File: config.mk
export PLATFORM = sky130hd
export DESIGN_NAME = vram_arbiter
export DESIGN_NICKNAME = d
export VERILOG_FILES = /design/src/rtl/vram_arbiter.sv
export SDC_FILE = /design/constraint.sdc
export NUM_CORES = 1
export LEC_CHECK = 0
export ABC_CLOCK_PERIOD_IN_PS = 2100
export CAP_MARGIN = 40
export CORE_MARGIN = 1.5
export CORE_UTILIZATION = 40
export CTS_CLUSTER_DIAMETER = 100
export DETAILED_ROUTE_END_ITERATION = 6
export DONT_BUFFER_PORTS = 1
export PLACE_DENSITY = 0.52
export SYNTH_ARGS = -nofsm -noshare
export SYNTH_HDL_FRONTEND = slang
export SYNTH_SLANG_ARGS = --single-unit
File: constraint.sdc
create_clock -name i_clk -period 2.1 [get_ports i_clk]
set_clock_uncertainty 0.05 [all_clocks]
set_input_delay 0.105 -clock i_clk [delete_from_list [all_inputs] [get_ports i_clk]]
set_output_delay 0.105 -clock i_clk [all_outputs]
set_load 0.05 [all_outputs]
File: src/rtl/vram_arbiter.sv
// vram_arbiter: shares the single-port framebuffer RAM between display fetch (strict priority) and CPU bus.
module vram_arbiter #(
  parameter int ADDR_W     = 13,
  parameter int DATA_W     = 8,
  parameter int DEPTH      = 4800,
  parameter int STARVE_MAX = 1023
) (
  input  logic              i_clk,
  input  logic              i_rst,
  input  logic              i_disp_req,
  input  logic [ADDR_W-1:0] i_disp_addr,
  output logic [DATA_W-1:0] o_disp_data,
  output logic              o_disp_valid,
  input  logic              i_cpu_req,
  input  logic              i_cpu_we,
  input  logic [ADDR_W-1:0] i_cpu_addr,
  input  logic [DATA_W-1:0] i_cpu_wdata,
  output logic              o_cpu_busy,
  output logic              o_cpu_ack,
  output logic [DATA_W-1:0] o_cpu_rdata,
  output logic              o_cpu_err,
  output logic              o_cpu_starved,
  output logic              o_ram_en,
  output logic              o_ram_we,
  output logic [ADDR_W-1:0] o_ram_addr,
  output logic [DATA_W-1:0] o_ram_wdata,
  input  logic [DATA_W-1:0] i_ram_rdata
);
  localparam int CW = $clog2(STARVE_MAX + 1);
  typedef enum logic [2:0] {C_IDLE, C_PEND, C_RD1, C_RD2, C_ACK} cstate_t;
  cstate_t state, state_n;
  logic              cmd_we;
  logic [ADDR_W-1:0] cmd_addr;
  logic [DATA_W-1:0] cmd_wdata;
  logic [CW-1:0]     cnt;
  logic              ram_disp, rd_disp, oor, free;
  assign oor        = cmd_addr >= ADDR_W'(DEPTH);
  // CPU gets the RAM slot only when the display leaves it unused this cycle
  assign free       = state == C_PEND && !oor && !i_disp_req;
  assign o_cpu_busy = state != C_IDLE;
  assign o_cpu_ack  = state == C_ACK;
  always_ff @(posedge i_clk or negedge i_rst)
    if (!i_rst) state <= C_IDLE;
    else        state <= state_n;
  always_comb begin
    state_n = state;
    case (state)
      C_IDLE:  state_n = i_cpu_req ? C_PEND : C_IDLE;
      C_PEND:  state_n = oor ? C_ACK : i_disp_req ? C_PEND : cmd_we ? C_ACK : C_RD1;
      C_RD1:   state_n = C_RD2;
      C_RD2:   state_n = C_ACK;
      default: state_n = C_IDLE;
    endcase
  end
  always_ff @(posedge i_clk or negedge i_rst)
    if (!i_rst) begin
      ram_disp      <= 1'b0;
      rd_disp       <= 1'b0;
      o_disp_valid  <= 1'b0;
      o_disp_data   <= '0;
      o_ram_en      <= 1'b0;
      o_ram_we      <= 1'b0;
      o_ram_addr    <= '0;
      o_ram_wdata   <= '0;
      cmd_we        <= 1'b0;
      cmd_addr      <= '0;
      cmd_wdata     <= '0;
      o_cpu_rdata   <= '0;
      o_cpu_err     <= 1'b0;
      o_cpu_starved <= 1'b0;
      cnt           <= '0;
    end else begin
      ram_disp     <= i_disp_req;
      rd_disp      <= ram_disp;
      o_disp_valid <= rd_disp;
      if (rd_disp) o_disp_data <= i_ram_rdata;
      o_ram_en <= i_disp_req || free;
      o_ram_we <= free && cmd_we;
      if (i_disp_req) o_ram_addr <= i_disp_addr;
      else if (free) begin
        o_ram_addr  <= cmd_addr;
        o_ram_wdata <= cmd_wdata;
      end
      if (state == C_IDLE && i_cpu_req) begin
        cmd_we    <= i_cpu_we;
        cmd_addr  <= i_cpu_addr;
        cmd_wdata <= i_cpu_wdata;
      end
      if (state == C_PEND && oor) begin
        o_cpu_err <= 1'b1;
        if (!cmd_we) o_cpu_rdata <= '0;
      end else if (free && cmd_we) o_cpu_err <= 1'b0;
      if (state == C_RD2) begin
        o_cpu_rdata <= i_ram_rdata;
        o_cpu_err   <= 1'b0;
      end
      cnt <= state == C_PEND ? (cnt == CW'(STARVE_MAX) ? cnt : cnt + 1'b1) : '0;
      if (state == C_PEND && cnt == CW'(STARVE_MAX - 1)) o_cpu_starved <= 1'b1;
    end
endmodule
==> metrics.md, run 1 <==
| Metric | Value |
|---|---|
| Post-CTS Hold Fix Bufs | 47 |
| #FFs+latches synth | 79 |
| R2R Path Start | state[2] |
| Worst path max stage delay | 0.44 ns |
| Worst Hold Path EP | cmd_addr[12] |
| Fillers | 749 |
| Critical Path Source Type | register |
| Area grow syn2layout | 24.9% |
| Total number of vias | 2249 |
| Commonest non-fill, non-tap cells in the layout | 79 x dfrtp_1, 46 x dlygate4sd3_1, 37 x mux2_2 |
| DP Wirelength | 4490 um |
| Placed inst area | 3500 um2 |
| N_diodes | 0 |
| First-pass GRT wire length | 11600 um |
| Non-Filler Instances | 439 |
| Fin. Hold Viols | 0 |
| Row cnt | 33 |
| Clk buf depth | 2 |
| Overall power | 6.10 mW |
| Max Slew Vio Count | 0 |
| Routed wire length | 7120 um |
| Commonest non-fill, non-tap cell in the layout | dfrtp_1 |
| DRC violations left | 0 |
| Syn Inst Count | 276 |
| Post-synth cell types | 45 |
| Antenna-violating nets left | 0 |
| Final Util | 51.2% |
| Period utilization | 84.2% |
| RSZ-0062 raised after global routing | false |
| Status | complete, no violations |
| Ys async rst share | 100% |
| Clock latency on the worst-skew pair | 0.34 ns |
| CP max FO | 19 |
| Mapped Area | 3350 um2 |
| CP Data Arrival Time | 1.95 ns |
| Final Cell Area | 4190 um2 |
| Die Footprint | 8940 um2 |
| Dominant synthesized flop cell | dfrtp_1 |
| CP endpoint kind | register |
| TNS Setup | 0 ns |
| Core area | 8180 um2 |
| Minimum clock period | 1.77 ns |
| GP Congestion | 0.739 |
| Max Freq | 0.566 GHz |
| Num CTS Buffers | 9 |
| Post-cts sizing count | 0 |
| Clock Tree Root | clkbuf_8 |
| Max_cap viols | 0 |
| YS warnings | 0 |
| Slew headroom | 65.4% |
| Reg2Reg Depth | 4 |
| R2r setup slk | 0.33 ns |
| Pwr/cell area | 1460 nW/um2 |
| Initial core utilization | 41.0% |
| EDFF count, synth | 0 |
| Largest net degree at the start of global routing | 80 |
| Least-Margin Pin Slew | 0.519 ns |
| Hold depth | 5 |
| Placed Cells | 375 |
| Die Ht | 94.6 um |
| Number of I/O port buffers | 0 |
| Final net count | 378 |
| Min-Delay Startpoint | i_cpu_req |
| Clk sinks | 79 |
| Leak | 1.85 nW |
| Vias/cell | 5.12 |
| Drt first-iter violations | 89 |
| I/O Pins | 91 |
| Number of global-route vias before repair | 2302 |
| Worst path slowest cell | dfrtp_1 |
| Critical path type | reg -> reg |
| Routed WL per cell | 16.2 um |
| Required time of the critical path | 2.28 ns |
| Post-Syn Area per Cell | 12.2 um2 |
| TritonCTS clock tree | built |
| Final setup fails | 0 |
| Met1 Wirelength | 3210 um |
| Fraction of final layout cells sized beyond drive strength 1 | 20.1% |
| DRT Pass-1 Iters | 4 |
| # H-tree levels | 3 |
| Worst reg2reg endpoint | cmd_wdata[3] |
| GRT Total Usage | 17.3% |
| Worst Hold Class | in -> reg |
| Syn nets | 325 |
| Sequential area share after synthesis | 58.9% |
| Clock transition at path regs | 0.08 ns |
| Initial antenna violation count | 0 |
| WL met2 | 3240 um |
| Met3 wire len | 600 um |
| Postcts setup bufs | 0 |
| Total gr overflow | 0 |
| Width of the chip | 94.6 um |
| Worst vdd ir | 0.000836 V |
| Max layer used | met4 |
| Setup crit start | state[2] |
| Crit path cell chain | or3_1 -> nor2_2 -> buf_12 -> mux2_2 |
==> through the flow <==
step / hold slack (ns) / setup slack, ns
final: 0.146 / 0.332
after global routing: 0.139 / 0.189
after CTS: 0.129 / 0.312
after detailed placement: -0.238 / 0.322
after global placement: -0.238 / 0.357
after floorplan: -0.241 / 0.110
==> cell type report <==
class	instances	area, um2	area share (%)
Sequential cell	79	1980	47.2
Multi-Input combinational cell	178	1300	31.0
Timing Repair Buffer	55	568	13.6
Clock buffer	11	131	3.14
Tap cell	105	131	3.14
Clock inverter	5	58.8	1.40
Inverter	6	22.5	0.538
==> power breakdown <==
| group | total [mW] | internal (mW) | switching [mW] |
|---|---|---|---|
| sequential | 3.42 | 2.03 | 1.39 |
| clock | 1.10 | 0.550 | 0.550 |
| combinational | 1.57 | 0.794 | 0.779 |
| total | 6.10 | 3.38 | 2.72 |
==> synth_stat cells (3+ instances only) <==
master    instances  area [um2]
nor2b_1          10        62.6
dfrtp_1          79        1980
mux2_2           37         417
a21oi_1          24         120
nand2b_1          3        18.8
o211ai_1          3        22.5
clkbuf_1          8        30.0
mux2i_1          10         100
o21ai_0           4        20.0
inv_1             6        22.5
nor3_1            3        15.0
buf_2             3        15.0
nand3_1           4        20.0
nand2_1          20        75.1
nor2_1           22        82.6
a31oi_1           3        18.8
==> worst max-delay path by stage <==
stage / slack (ns) / endpoint
5_1_grt: 0.19 / o_ram_wdata[3]
6_report: 0.33 / cmd_wdata[3]
3_5_place_dp: 0.32 / o_ram_wdata[6]
3_3_place_gp: 0.36 / cmd_addr[11]
2_1_floorplan: 0.11 / cmd_addr[0]
4_1_cts: 0.31 / o_ram_wdata[3]
==> sequential cells by signal, indices dropped and copies added (netlist names), 3 cells and up <==
name,cells
cmd_addr,13
o_ram_addr,13
o_ram_wdata,8
o_disp_data,8
cmd_wdata,8
o_cpu_rdata,8
state,3
cnt,10
==> per-layer routing <==
layer  vias up  track usage [%]
met5         -                0
met3         8             7.65
met4         0             4.85
li1       1080                -
met1      1088             22.2
met2        73             26.7
==> worst max-delay path, delay by kind of cell (launching register included) <==
family	cells	cell delay [ns]
buffers and inverters	1	0.19
flip-flops	1	0.44
multiplexers	1	0.34
AND/OR/NAND/NOR	2	0.62
==> logic make-up after synthesis <==
kind of cell | Yosys count | share of synthesized area, %
compound gates | 49 | 9.70
xor+xnor | 3 | 0.783
fa+ha+maj | 2 | 0.746
buf+inv | 19 | 2.46
flops | 79 | 58.9
mux | 47 | 15.4
simple gates | 77 | 12.0
Power figures use the tool's default switching activity.
==> run 2: changes to the inputs <==
- ABC_CLOCK_PERIOD_IN_PS: 2100 -> 1700
- clock period: 2.1 -> 1.7 ns (I/O delays scaled with it)
==> run 2 against run 1 <==
  * The flow now finishes with violations (negative hold slack)
  * Clock power up 41%
  * Power rose by 31%
  * First-iteration DRC count decreased by 24%
  * Routed wire length up 3.7%
  * Largest power group unchanged
  * Critical path type unchanged
  * Combinational power is 50% higher
  * Utilization grew 2.8 points
  * Largest cell class unchanged
  * Hold slack worse by 0.77 ns
  * Highest routed layer unchanged
==> metrics.md, run 2 (synthesis results as in run 1) <==
| Metric | Value |
|---|---|
| Leak | 1.98 nW (was 1.85 nW) |
| Routed WL per cell | 16.0 um (was 16.2 um) |
| Worst Hold Class | in -> async (was in -> reg) |
| CP Data Arrival Time | 1.83 ns (was 1.95 ns) |
| Clk buf depth | 2 (unchanged) |
| Biggest regs | cmd_addr: 13 flops, o_ram_addr: 13 flops, cnt: 10 flops (unchanged) |
| Die Footprint | 8940 um2 (unchanged) |
| Max Slew Vio Count | 0 (unchanged) |
| I/O Pins | 91 (unchanged) |
| GR Util met1 | 22.9% (was 22.2%) |
| Fillers | 751 (was 749) |
| Final Util | 54.0% (was 51.2%) |
| Area grow syn2layout | 31.7% (was 24.9%) |
| Clock latency on the worst-skew pair | 0.34 ns (about the same) |
| Critical Path Source Type | register (unchanged) |
| Status | complete, but fails checks (was complete, no violations) |
| DP Wirelength | 4520 um (was 4490 um) |
| Commonest non-fill, non-tap cell in the layout | dfrtp_1 (unchanged) |
| Cell Int Power | 4.58 mW (was 3.38 mW) |
| Clock Tree Root | clkbuf_8 (unchanged) |
| Commonest non-fill, non-tap cells in the layout | 79 x dfrtp_1, 56 x dlygate4sd3_1, 36 x mux2_2 (was 79 x dfrtp_1, 46 x dlygate4sd3_1, 37 x mux2_2) |
| Placed Cells | 387 (was 375) |
| Clk sinks | 79 (unchanged) |
| Final setup fails | 0 (unchanged) |
| First-pass GRT wire length | 11800 um (was 11600 um) |
| Antenna-violating nets left | 0 (unchanged) |
| CP endpoint kind | register (unchanged) |
| Worst vdd ir | 0.000851 V (was 0.000836 V) |
| Reg2Reg Depth | 4 (unchanged) |
| Final Cell Area | 4420 um2 (was 4190 um2) |
| Row cnt | 33 (unchanged) |
| Initial antenna violation count | 0 (unchanged) |
| Fraction of final layout cells sized beyond drive strength 1 | 22.8% (was 20.1%) |
| Routed wire length | 7380 um (was 7120 um) |
| Slew headroom | 49.8% (was 65.4%) |
| Die Ht | 94.6 um (unchanged) |
| Max Freq | 0.604 GHz (was 0.566 GHz) |
| RSZ-0062 raised after global routing | true (was false) |
| Max_cap viols | 0 (unchanged) |
| Fin. Hold Viols | 79 (was 0) |
| Total gr overflow | 0 (unchanged) |
| CP max FO | 14 (was 19) |
| TritonCTS clock tree | built (unchanged) |
| Vias/cell | 5.17 (was 5.12) |
| Worst reg2reg endpoint | cmd_addr[2] (was cmd_wdata[3]) |
| Pwr/cell area | 1810 nW/um2 (was 1460 nW/um2) |
| GRT Total Usage | 17.2% (was 17.3%) |
| Least-Margin Pin Slew | 0.751 ns (was 0.519 ns) |
| DRT Pass-1 Iters | 4 (unchanged) |
| Largest net degree at the start of global routing | 80 (unchanged) |
| Switching power | 3.41 mW (was 2.72 mW) |
| R2R Path Start | state[0] (was state[2]) |
| Drt first-iter violations | 68 (was 89) |
| Non-Filler Instances | 460 (was 439) |
| GP Congestion | 0.737 (was 0.739) |
| M3 GR Usage | 5.80% (was 7.65%) |
| R2r setup slk | 0.05 ns (was 0.33 ns) |
| Number of I/O port buffers | 0 (unchanged) |
| Clock power frac | 19.3% (was 18.0%) |
| Setup crit start | state[0] (was state[2]) |
| Width of the chip | 94.6 um (unchanged) |
| Comb power frac | 29.5% (was 25.8%) |
| Placed inst area | 3620 um2 (was 3500 um2) |
| Critical path type | reg -> reg (unchanged) |
| Initial core utilization | 41.0% (unchanged) |
| Clock transition at path regs | 0.08 ns (about the same) |
| Num CTS Buffers | 9 (unchanged) |
| DRC violations left | 0 (unchanged) |
| Number of global-route vias before repair | 2400 (was 2302) |
| GRT busiest layer | met2 (unchanged) |
| Period utilization | 97.3% (was 84.2%) |
| # H-tree levels | 3 (unchanged) |
| Final net count | 399 (was 378) |
| N_diodes | 0 (unchanged) |
| Core area | 8180 um2 (unchanged) |
| Grt met2 use | 26.5% (was 26.7%) |
| Switching portion of total power | 42.7% (was 44.6%) |
| Failing checks | negative hold slack |
| Sequential share of power | 51.2% (was 56.2%) |
| Min Hold Slack | -0.622 ns (was 0.146 ns) |
| Required time of the critical path | 1.88 ns (was 2.28 ns) |
| Total number of vias | 2377 (was 2249) |
| Minimum clock period | 1.65 ns (was 1.77 ns) |
[run 2: cell type report]
cell class | instances | area (um2) | area share (%)
tap | 105 | 131 | 2.97
timing repair buffer | 76 | 748 | 16.9
sequential | 79 | 1980 | 44.8
inverter | 6 | 22.5 | 0.510
clock inverter | 6 | 93.8 | 2.12
clock buffer | 10 | 128 | 2.89
multi-input combinational | 178 | 1320 | 29.8
[run 2: worst max-delay path by stage]
stage	slack, ns	cells after the start	end
after detailed placement	0.03	4	o_ram_addr[12]
final	0.05	4	cmd_addr[2]
after global placement	0.07	4	cmd_addr[4]
after floorplan	-0.04	4	cmd_addr[0]
after global routing	-0.02	5	o_ram_wdata[7]
after CTS	0.004	4	o_ram_addr[12]
[run 2: repair_timing]
action,CTS,global route
resized for setup,0,2
endpoints found under the setup margin,0,25
endpoints found under the hold margin,135,95
buffers inserted,0,1
hold buffers,51,5
[run 2: metrics by stage]
step | setup slack [ns] | power, mW | TNS, ns | hold WS [ns]
5_1_grt | -0.0214 | 8.48 | -0.124 | -0.662
6_report | 0.0457 | 7.99 | 0 | -0.622
4_1_cts | 0.00392 | 8.01 | 0 | -0.643
2_1_floorplan | -0.0367 | 5.60 | -0.637 | -0.261
3_3_place_gp | 0.0687 | 6.30 | 0 | -0.257
3_5_place_dp | 0.0265 | 6.34 | 0 | -0.257
[run 2: power groups by stage]
stage	clock [mW]	sequential (mW)	combinational, mW
after global routing	1.72	4.19	2.58
after floorplan	0	4.11	1.49
final	1.55	4.09	2.35
after detailed placement	0	4.14	2.20
after global placement	0	4.13	2.17
after CTS	1.59	4.10	2.31
[run 2: critical path, cell delays in order, from the launching register on]
cell     delay (ns)
dfrtp_1        0.42
or3_4          0.41
nor2_4         0.15
buf_12         0.17
mux2_2         0.34
[run 2: routing by layer]
metal | vias to the layer above | wire [um]
met3 | 4 | 461
met1 | 1185 | 3410
met5 | - | 0
met2 | 66 | 3460
met4 | 0 | 50
li1 | 1122 | -
==> run 3: changes to the inputs <==
- ABC_CLOCK_PERIOD_IN_PS: 1700 -> 2000
- clock period: 1.7 -> 2 ns (I/O delays scaled with it)
==> run 3 against run 2 <==
  * The flow now finishes without violations
  * Clock power shrank 25%
  * Global-route usage is essentially flat
  * Sequential power shrank 14%
  * Sequential share of layout area grew 2.1 points
  * Worst setup slack gained 0.17 ns
  * Largest cell class unchanged
  * Combinational power shrank 23%
  * Utilization shrank 2.4 points
  * Cell area shrank 4.4%
==> metrics.md, run 3 (synthesis results as in run 1) <==
| Metric | Value |
|---|---|
| Status | complete, no violations (was complete, but fails checks) |
| Overall power | 6.49 mW (was 7.99 mW) |
| Max Slew Vio Count | 0 (unchanged) |
| Clk sinks | 79 (unchanged) |
| Biggest regs | cmd_addr: 13 flops, o_ram_addr: 13 flops, cnt: 10 flops (unchanged) |
| I/O Pins | 91 (unchanged) |
| Max Freq | 0.562 GHz (was 0.604 GHz) |
| Fillers | 734 (was 751) |
| Area grow syn2layout | 25.9% (was 31.7%) |
| Number of I/O port buffers | 0 (unchanged) |
| Routed WL per cell | 16.0 um (about the same) |
| Clock power frac | 18.0% (was 19.3%) |
| DP Wirelength | 4520 um (about the same) |
| First-pass GRT wire length | 11700 um (was 11800 um) |
| Total number of vias | 2254 (was 2377) |
| Comb power frac | 27.9% (was 29.5%) |
| Switching portion of total power | 44.4% (was 42.7%) |
| Antenna-violating nets left | 0 (unchanged) |
| Worst Hold Path EP | cmd_addr[12] |
| Cell Int Power | 3.61 mW (was 4.58 mW) |
| Slew headroom | 66.3% (was 49.8%) |
| GRT busiest layer | met2 (unchanged) |
| Placed inst area | 3530 um2 (was 3620 um2) |
| Clock latency on the worst-skew pair | 0.35 ns (was 0.34 ns) |
| Sequential share of power | 54.1% (was 51.2%) |
| Vias/cell | 5.08 (was 5.17) |
| CP endpoint kind | register (unchanged) |
| Die Footprint | 8940 um2 (unchanged) |
| Postcts setup bufs | 0 (unchanged) |
| Placed Cells | 380 (was 387) |
| Final net count | 383 (was 399) |
| Hold depth | 5 |
| TritonCTS clock tree | built (unchanged) |
| DRC violations left | 0 (unchanged) |
| GP Congestion | 0.766 (was 0.737) |
| Min-Delay Startpoint | i_cpu_req |
| Storage cell area | 1980 um2 (unchanged) |
| Post-CTS Hold Fix Bufs | 47 (was 51) |
| Commonest non-fill, non-tap cell in the layout | dfrtp_1 (unchanged) |
| Number of global-route vias before repair | 2347 (was 2400) |
| Area of the multi-input gates | 1300 um2 (was 1320 um2) |
| CP Data Arrival Time | 1.95 ns (was 1.83 ns) |
| Critical path type | reg -> reg (unchanged) |
| Largest net degree at the start of global routing | 80 (unchanged) |
| Min Hold Slack | 0.134 ns (was -0.622 ns) |
| N_diodes | 0 (unchanged) |
| Drt first-iter violations | 103 (was 68) |
| Initial core utilization | 41.0% (unchanged) |
| CP max FO | 19 (was 14) |
| Die Ht | 94.6 um (unchanged) |
| Clock transition at path regs | 0.08 ns (about the same) |
| Worst vdd ir | 0.000697 V (was 0.000851 V) |
| Non-Filler Instances | 444 (was 460) |
| Switching power | 2.88 mW (was 3.41 mW) |
| Final Util | 51.7% (was 54.0%) |
| Core area | 8180 um2 (unchanged) |
| TNS Setup | 0 ns (unchanged) |
| # H-tree levels | 3 (unchanged) |
| Fin. Hold Viols | 0 (was 79) |
| Max_cap viols | 0 (unchanged) |
| Total gr overflow | 0 (unchanged) |
| M3 GR Usage | 6.68% (was 5.80%) |
| Routed wire length | 7080 um (was 7380 um) |
| Pre-CTS setup slack | 0.221 ns (was 0.0265 ns) |
| Grt met2 use | 26.4% (was 26.5%) |
| Worst reg2reg endpoint | cmd_addr[6] (was cmd_addr[2]) |
| Leak | 1.87 nW (was 1.98 nW) |
| DRT Pass-1 Iters | 4 (unchanged) |
| Row cnt | 33 (unchanged) |
| Post-cts sizing count | 0 (unchanged) |
| Clk buf depth | 2 (unchanged) |
| Minimum clock period | 1.78 ns (was 1.65 ns) |
| Pwr/cell area | 1540 nW/um2 (was 1810 nW/um2) |
| RSZ-0062 raised after global routing | false (was true) |
| Least-Margin Pin Slew | 0.506 ns (was 0.751 ns) |
| Worst Hold Class | in -> reg (was in -> async) |
| Final Cell Area | 4220 um2 (was 4420 um2) |
| GRT Total Usage | 17.2% (about the same) |
| Reg2Reg Depth | 4 (unchanged) |
| GR Util met1 | 22.4% (was 22.9%) |
| Num CTS Buffers | 9 (unchanged) |
| Final setup fails | 0 (unchanged) |
| Worst setup margin | 0.220 ns (was 0.0457 ns) |
| Initial antenna violation count | 0 (unchanged) |
| Fraction of final layout cells sized beyond drive strength 1 | 21.2% (was 22.8%) |
| Required time of the critical path | 2.17 ns (was 1.88 ns) |
| Width of the chip | 94.6 um (unchanged) |
| Clock Tree Root | clkbuf_8 (unchanged) |
| Commonest non-fill, non-tap cells in the layout | 79 x dfrtp_1, 46 x dlygate4sd3_1, 37 x mux2_2 (was 79 x dfrtp_1, 56 x dlygate4sd3_1, 36 x mux2_2) |
| Critical Path Source Type | register (unchanged) |
| R2r setup slk | 0.22 ns (was 0.05 ns) |
| R2R Path Start | state[2] (was state[0]) |
| Period utilization | 89.0% (was 97.3%) |
run 3: changes by cell type in the layout (fill, tap and decap cells not counted), sizes merged:
cell / before / now
inv: 7 / 6
buf: 20 / 14
bufinv: 2 / 1
clkbuf: 10 / 11
clkinvlp: 1 / 2
dlygate4sd3: 56 / 46
run 3: worst max path at each step:
stage	end	start	slack [ns]
detailed placement	cmd_addr[1]	state[2]	0.22
CTS	cmd_addr[6]	state[2]	0.20
floorplan	cmd_addr[0]	state[2]	0.01
global placement	cmd_addr[11]	state[2]	0.25
finish	cmd_addr[6]	state[2]	0.22
global route	o_cpu_rdata[0]	state[2]	0.11
run 3: layout make-up:
class	instances	area share, %
repair buffers	60	14.3
inverters	6	0.533
clock inverters	5	1.39
multi-input cells	178	30.8
clock buffers	11	3.11
flip-flops and latches	79	46.8
well taps	105	3.11
run 3: routing by layer:
layer / share of wire, % / vias to the layer above
met5: 0 / -
li1: - / 1081
met1: 46 / 1090
met2: 45 / 75
met3: 8.3 / 8
met4: 1.1 / 0
run 3: worst max-delay path: stages (launching register included):
cell and delay (ns):
dfrtp_1 0.44, or3_1 0.44, nor2_2 0.18, buf_12 0.19, mux2_2 0.35
run 3: power by group through the flow:
| stage | sequential, mW | combinational [mW] | clock [mW] |
|---|---|---|---|
| after floorplan | 3.49 | 1.24 | 0 |
| after global placement | 3.53 | 1.69 | 0 |
| after detailed placement | 3.54 | 1.72 | 0 |
| after CTS | 3.51 | 1.85 | 1.21 |
| after global routing | 3.60 | 2.04 | 1.29 |
| final | 3.51 | 1.81 | 1.16 |
